[config.mk]
export PLATFORM = sky130hd
export DESIGN_NAME = hash_digest_collector
export DESIGN_NICKNAME = d
export VERILOG_FILES = /design/src/rtl/hash_digest_collector.sv
export SDC_FILE = /design/constraint.sdc
export NUM_CORES = 1
export LEC_CHECK = 0
export ABC_CLOCK_PERIOD_IN_PS = 10200
export CORE_MARGIN = 2
export CORE_UTILIZATION = 47
export CTS_BUF_LIST = sky130_fd_sc_hd__clkbuf_16
export CTS_CLUSTER_SIZE = 28
export DETAILED_ROUTE_END_ITERATION = 6
export MAX_ROUTING_LAYER = met4
export PLACE_DENSITY = 0.77
export SYNTH_ARGS = -nofsm -noshare
export SYNTH_HDL_FRONTEND = slang
export SYNTH_SLANG_ARGS = --single-unit
[constraint.sdc]
create_clock -name clk -period 10.2 [get_ports clk]
set_clock_uncertainty 0.05 [all_clocks]
set_input_delay 2.04 -clock clk [delete_from_list [all_inputs] [get_ports clk]]
set_output_delay 2.04 -clock clk [all_outputs]
set_load 0.01 [all_outputs]
[src/rtl/hash_digest_collector.sv]
// hash_digest_collector
//   Reassembles the LSB-first serial digest coming out of the hashing wrapper
//   into an L-bit parallel word and hands it to the host side with a
//   valid/ack handshake. If hash-ready falls before all L bits have arrived,
//   the stream was truncated and a sticky error flag is raised.
//
//   Optional feature (macro HASH_DIGEST_CHECK_EN): adds expected_digestxSI and
//   matchxSO. When the digest completes, it is compared against an expected
//   value. When the macro is undefined, neither port nor compare exists.
module hash_digest_collector #(
  parameter int L   = 256,  // digest length in bits
  parameter int LAT = 0,    // idle cycles between ready seen and first bit (0..15)
  parameter int CW  = 9     // counter width, 2**CW > L
) (
  input  logic          clk,
  input  logic          rst,
  input  logic          hash_readyxSI,
  input  logic          hash_digestxSI,
  input  logic          digest_ackxSI,
`ifdef HASH_DIGEST_CHECK_EN
  input  logic [L-1:0]  expected_digestxSI,
  output logic          matchxSO,
`endif
  output logic [L-1:0]  digestxSO,
  output logic          digest_validxSO,
  output logic          busyxSO,
  output logic          errxSO,
  output logic [CW-1:0] bit_countxSO
);

  typedef enum logic [2:0] {
    S_IDLE,
    S_ALIGN,
    S_SHIFT,
    S_HOLD,
    S_WAIT_LOW
  } state_t;

  // Index width needed to address one bit of the digest.
  localparam int IW = (L > 1) ? $clog2(L) : 1;
  localparam logic [CW-1:0] LAST_BIT   = CW'(L - 1);
  localparam logic [3:0]    ALIGN_LAST = 4'((LAT > 0) ? (LAT - 1) : 0);

  state_t       state;
  logic [3:0]   align_cnt;
  logic [L-1:0] digest_next;

  // Digest with the current serial bit placed at the current count position;
  // this is what the register takes on a SHIFT edge and what the optional
  // compare sees on the final edge.
  // NOTE: always_comb assigns a full default before the partial overwrite so
  // that no bit is left unassigned on any path and no latch is inferred.
  always_comb begin
    digest_next = digestxSO;
    digest_next[bit_countxSO[IW-1:0]] = hash_digestxSI;
  end

  // Busy is a pure decode of the state: high while a stream is being taken in.
  assign busyxSO = (state == S_ALIGN) || (state == S_SHIFT);

  // Capture FSM with registered outputs.
  // NOTE: the digest register is reset along with the control state because
  // reset must clear every output at once; it is a flop vector, not a RAM.
  always_ff @(posedge clk or posedge rst) begin
    if (rst) begin
      // NOTE: every sequential assignment is non-blocking so all registers
      // update from the same pre-edge values, with no ordering races.
      state           <= S_IDLE;
      align_cnt       <= '0;
      digestxSO       <= '0;
      digest_validxSO <= 1'b0;
      errxSO          <= 1'b0;
      bit_countxSO    <= '0;
`ifdef HASH_DIGEST_CHECK_EN
      matchxSO        <= 1'b0;
`endif
    end else begin
      unique case (state)
        S_IDLE: begin
          // The last digest stays visible until a new stream overwrites it.
          if (hash_readyxSI) begin
            bit_countxSO <= '0;
            errxSO       <= 1'b0;
            align_cnt    <= '0;
`ifdef HASH_DIGEST_CHECK_EN
            matchxSO     <= 1'b0;
`endif
            state        <= (LAT == 0) ? S_SHIFT : S_ALIGN;
          end
        end

        S_ALIGN: begin
          // Skip the wrapper's pipeline slack before the first real bit.
          if (!hash_readyxSI) begin
            errxSO <= 1'b1;
            state  <= S_IDLE;
          end else if (align_cnt == ALIGN_LAST) begin
            state <= S_SHIFT;
          end else begin
            align_cnt <= align_cnt + 4'd1;
          end
        end

        S_SHIFT: begin
          if (!hash_readyxSI) begin
            // Truncated stream: the bit on this edge is not valid data.
            errxSO <= 1'b1;
            state  <= S_IDLE;
          end else begin
            digestxSO    <= digest_next;
            bit_countxSO <= bit_countxSO + 1'b1;
            if (bit_countxSO == LAST_BIT) begin
              digest_validxSO <= 1'b1;
`ifdef HASH_DIGEST_CHECK_EN
              matchxSO        <= (digest_next == expected_digestxSI);
`endif
              state           <= S_HOLD;
            end
          end
        end

        S_HOLD: begin
          // The wrapper may keep clocking bits out; they are ignored here.
          // Ready falling in this state is a normal end of stream.
          if (digest_ackxSI) begin
            digest_validxSO <= 1'b0;
            state           <= hash_readyxSI ? S_WAIT_LOW : S_IDLE;
          end
        end

        S_WAIT_LOW: begin
          // A still-high ready belongs to the stream just delivered.
          if (!hash_readyxSI) begin
            state <= S_IDLE;
          end
        end

        default: state <= S_IDLE;
      endcase
    end
  end

endmodule

==> After elaboration in Yosys (flattened, before gate mapping) <==
Cells that the tools add are included.
{ "op_classes": {"muxes": 26, "addsub": 2, "n_eq_ne": 15, "n_lt_le_gt_ge": 2, "n_reduce_logical": 15} }
{ "ops": {"columns": ["op", "n"], "rows": [
  ["bitwise mux 256 bit", 1],
  ["two-way mux 3 bit", 8],
  ["two-way mux 9 bit", 2],
  ["one-hot mux 9 bit (2 select lines)", 1],
  ["one-hot mux 3 bit (5 select lines)", 1],
  ["!= test 2 bit (second input constant)", 7],
  ["two-way mux 4 bit", 3],
  ["adder 9 x 1 -> 9 bit (second input constant)", 1],
  ["== test 9 x 8 -> 1 bit (second input constant)", 1],
  ["< comparator 8 x 9 -> 1 bit (second input constant)", 1],
  ["demux 1 bit (select 8 bit)", 1],
  ["greater-or-equal comparator 8 x 1 -> 1 bit (second input constant)", 1],
  ["one-hot mux 4 bit (2 select lines)", 1],
  ["AND reduction 4 bit", 2],
  ["nonzero test 2 bit", 4],
  ["== test 3 x 2 -> 1 bit (second input constant)", 2],
  ["two-way mux 1 bit", 6],
  ["!= test 3 x 2 -> 1 bit (second input constant)", 2],
  ["AND reduction 3 bit", 2],
  ["AND reduction 5 bit", 1],
  ["adder 4 x 1 -> 4 bit (second input constant)", 1],
  ["logical NOT 4 bit", 1],
  ["one-hot mux 1 bit (2 select lines)", 2],
  ["== test 3 x 1 -> 1 bit (second input constant)", 1],
  ["other kinds (7)", 7]
]} }
{ "word_totals": {"in_bits": 5, "word_cells": 66, "register_bits": 274} }

==> Longest topological paths before layout <==
{ "logic_depth": {"depth_word": 5, "depth_mapped": 9, "mapped_depth_nobuf": 7} }

==> Worst setup path before layout <==
OpenSTA, ideal clock, no wires.
{ "synth_path": {"kind": "input to register", "from": "in hash_readyxSI", "to": "reg digestxSO[138]", "t_arrival_ns": 3.082, "setup_time_ns": 0.128, "slack_ns": 6.940, "path_buffers": 2, "path_stages": 5, "path_cell_list": "nand4bb_1 buf_2 buf_2 nor4_1 mux2_1"} }
{ "synth_via": {"elab_chain_len": 1} }
{ "synth_lines": {"columns": ["item", "line_no", "rtl"], "rows": [
  ["start, declared", "17", "input logic hash_readyxSI,"],
  ["AND reduction 2 bit (no source line)", null, null],
  ["end signal, assigned", "110", "digestxSO <= digest_next;"],
  ["end, declared", "24", "output logic [L-1:0] digestxSO,"]
]} }
No other way between the ends.
A chain may end at the register's enable or synchronous reset.

==> Worst setup path in the final report <==
{ "layout_path": {"from": "reg bit_countxSO[2]", "to": "out bit_countxSO[2]"} }
{ "layout_lines": {"columns": ["item", "line_no", "rtl"], "rows": [
  ["start, declared", "28", "output logic [CW-1:0] bit_countxSO"],
  ["start signal, assigned", "111", "bit_countxSO <= bit_countxSO + 1'b1;"]
]} }
No word-level cell between the ends.

==> out/qor.csv <==
metric,value,unit
status,"finished, final reports clean",
final hold violation count,0,
I/O pins,273,
synthesized instance count,1069,
GR peak layer,met2,
die height,171,um
Synthesized Nets,1081,
maximum number of pins on one net before global-route repair,164,
Slew @ Worst Pin,1.27,ns
final instance area,0.0167,mm^2
post-cts resize count,0,
Final nets,1258,
crit path DAT,2.42,ns
Tot GR Track Use,25.6,%
layout cell share with drive strength beyond 1,23.0,%
Worst Setup End Kind,output port,
Synth top area share,52.1,%
Die W,171,um
Remaining DRCs,0,
Leak,0.00714,uW
DR vias,9839,
Placeable Area,0.0277,mm^2
dominant cells by area after synthesis,"dfrtp_1 (52%), mux2_2 (16%), mux2_1 (5.9%), nor4_1 (5.4%), nand4_1 (3.9%)",
Post-CTS Hold Buffers,0,
Crit Path Class,reg2out,
H-tree levels,1,
"Avg Cell Area, Syn",12.3,um^2
Clock transition at path regs,0.06,ns
Tcrit/Tclk final,44.2,%
worst-path fanout max,35,
CP Launch Type,register,
placed cell areas,0.0158,mm^2
Max clock buf depth,3,
first-pass GRT wire length,57800,um
"Seq/Total Area, Yosys",52.1,%
Final setup viols,0,
"EDFF count, synth",0,
Async SR Flop Fraction,100,%
clk sinks,274,
crit-path max cell delay,1.15,ns
minimum clock period,4.51,ns
max cap viols,0,
fin util,60.4,%
Slowest cell on crit path,dfrtp_1,
GR Util met1,33.8,%
Mapped Area,0.0132,mm^2
Peak VDD IR,0.109,mV
slew margin rel.,14.9,%
antenna violations before repair,0,
Skew-Pair Late Insertion Delay,0.53,ns
Seq cells post-synth,274,
post-synth top area cell,dfrtp_1,
IO buf count,272,
max-slew violations,0,
reg2reg setup slack,7.11,ns
placed insts,1593,
P&R area growth vs syn,27.2,%
initial drt markers,850,
CTS Buf Count,29,
Crit path max-delay family,flip-flops,
number of iterations in the first detailed-routing pass,5,
vias in the first global route,9828,
RSZ-0062 raised after global routing,no,
filler cell count,2206,
fmax,222,MHz
setup TNS,0,ns
Pwr Density,136,mW/mm^2
DRT antenna net count,0,
ANT cells,0,
"Buf+Inv Stages, Crit Path",1,
Finished Layout Cells,1645,
wire per inst,22.4,um
Yosys warning total,0,
Setup Buffers After CTS,0,
row count,61,
synth unique cells,53,
Starting Density,47.5,%
worst-path cell chain,clkdlybuf4s50_1,
final worst slack,5.69,ns
Main synth FF type,dfrtp_1,
final wirelength,36900,um
vias per cell,5.98,
Tightest Hold Check Type,reg2reg,
GR Layer Usage met3,4.42,%
met2 Usage GRT,39.9,%
Post-Place Worst Slack,5.33,ns
die area,0.0294,mm^2
TritonCTS clock tree,done,
Congestion Overflow GR,0,
Critical Path RT,8.11,ns
DP HPWL,22900,um
CTS Root Cell,clkbuf_16,
RD Place Congestion,0.758,
==> registers in the layout, indices dropped and copies added, names as in the netlist <==
register         flops
bit_countxSO         9
digest_validxSO      1
align_cnt            4
digestxSO          256
errxSO               1
state                3
==> cells by family (layout without fill, tap and decap cells) <==
group	after synthesis	count (layout)	share of synthesized area (%)
compound gates	30	30	1.37
mux	257	257	22.0
buf+inv	146	344	5.21
fa+ha+maj	7	7	0.665
simple gates	354	354	18.7
flops	274	274	52.1
xor+xnor	1	1	0.0665
==> metal layers <==
layer  vias up  routed length (um)
met4         0                1410
met3        76                2420
met1      5008               15400
li1       4381                   -
met2       374               17600
met5         -                   0
==> stage by stage <==
stage | hold slack, ns | total power (uW)
3_5_place_dp | 0.424 | 1290
4_1_cts | 0.437 | 2310
2_1_floorplan | 0.431 | 1220
5_1_grt | 0.446 | 2360
3_3_place_gp | 0.416 | 1280
6_report | 0.431 | 2280
==> cell usage after synthesis, drive strengths merged, types with 3 or more instances <==
cell type / number
a21oi: 7
and2: 3
buf: 74
clkbuf: 62
dfrtp: 274
ha: 7
inv: 10
mux2: 256
nand2: 13
nand2b: 6
nand3: 8
nand3b: 16
nand4: 82
nand4b: 3
nor2: 8
nor2b: 10
nor3: 34
nor3b: 6
nor4: 144
o21ai: 12
or3: 3
or3b: 7
or4: 3
==> report_power, final <==
part	leakage, uW	internal (uW)	switching (uW)
registers	0.00381	1100	12.9
clock network	0.000465	589	429
logic	0.00286	43.1	111
total	0.00714	1730	553
==> final cells by class <==
cell class | instances | area [um^2] | area share (%)
Tap cell | 378 | 473 | 2.82
Multi-Input combinational cell | 649 | 5650 | 33.7
Sequential cell | 274 | 6860 | 40.9
Clock inverter | 23 | 183 | 1.09
Inverter | 10 | 45.0 | 0.269
Clock buffer | 29 | 726 | 4.33
Timing Repair Buffer | 282 | 2810 | 16.8
==> worst paths after layout <==
kind | startpoint | end | depth (start not counted)
worst min register to register | digestxSO[155] | digestxSO[155] | 1
worst min-delay path | digestxSO[155] | digestxSO[155] | 1
max in group asynchronous | rst | digestxSO[198] | 3
worst max-delay path | bit_countxSO[2] | bit_countxSO[2] | 1
worst max register to register | bit_countxSO[2] | digestxSO[237] | 3
min in group asynchronous | rst | digestxSO[183] | 2
==> cell usage in the layout, fill, tap and decap left out, types with 11 or more instances in the layout <==
cell             count
clkbuf_16           29
clkdlybuf4s50_1    271
dfrtp_1            274
inv_1               11
mux2_1              69
mux2_2             187
nand2_1             13
nand4_1             82
nor3_1              34
nor4_1             114
nor4_2              28
Power figures use the tool's default switching activity.
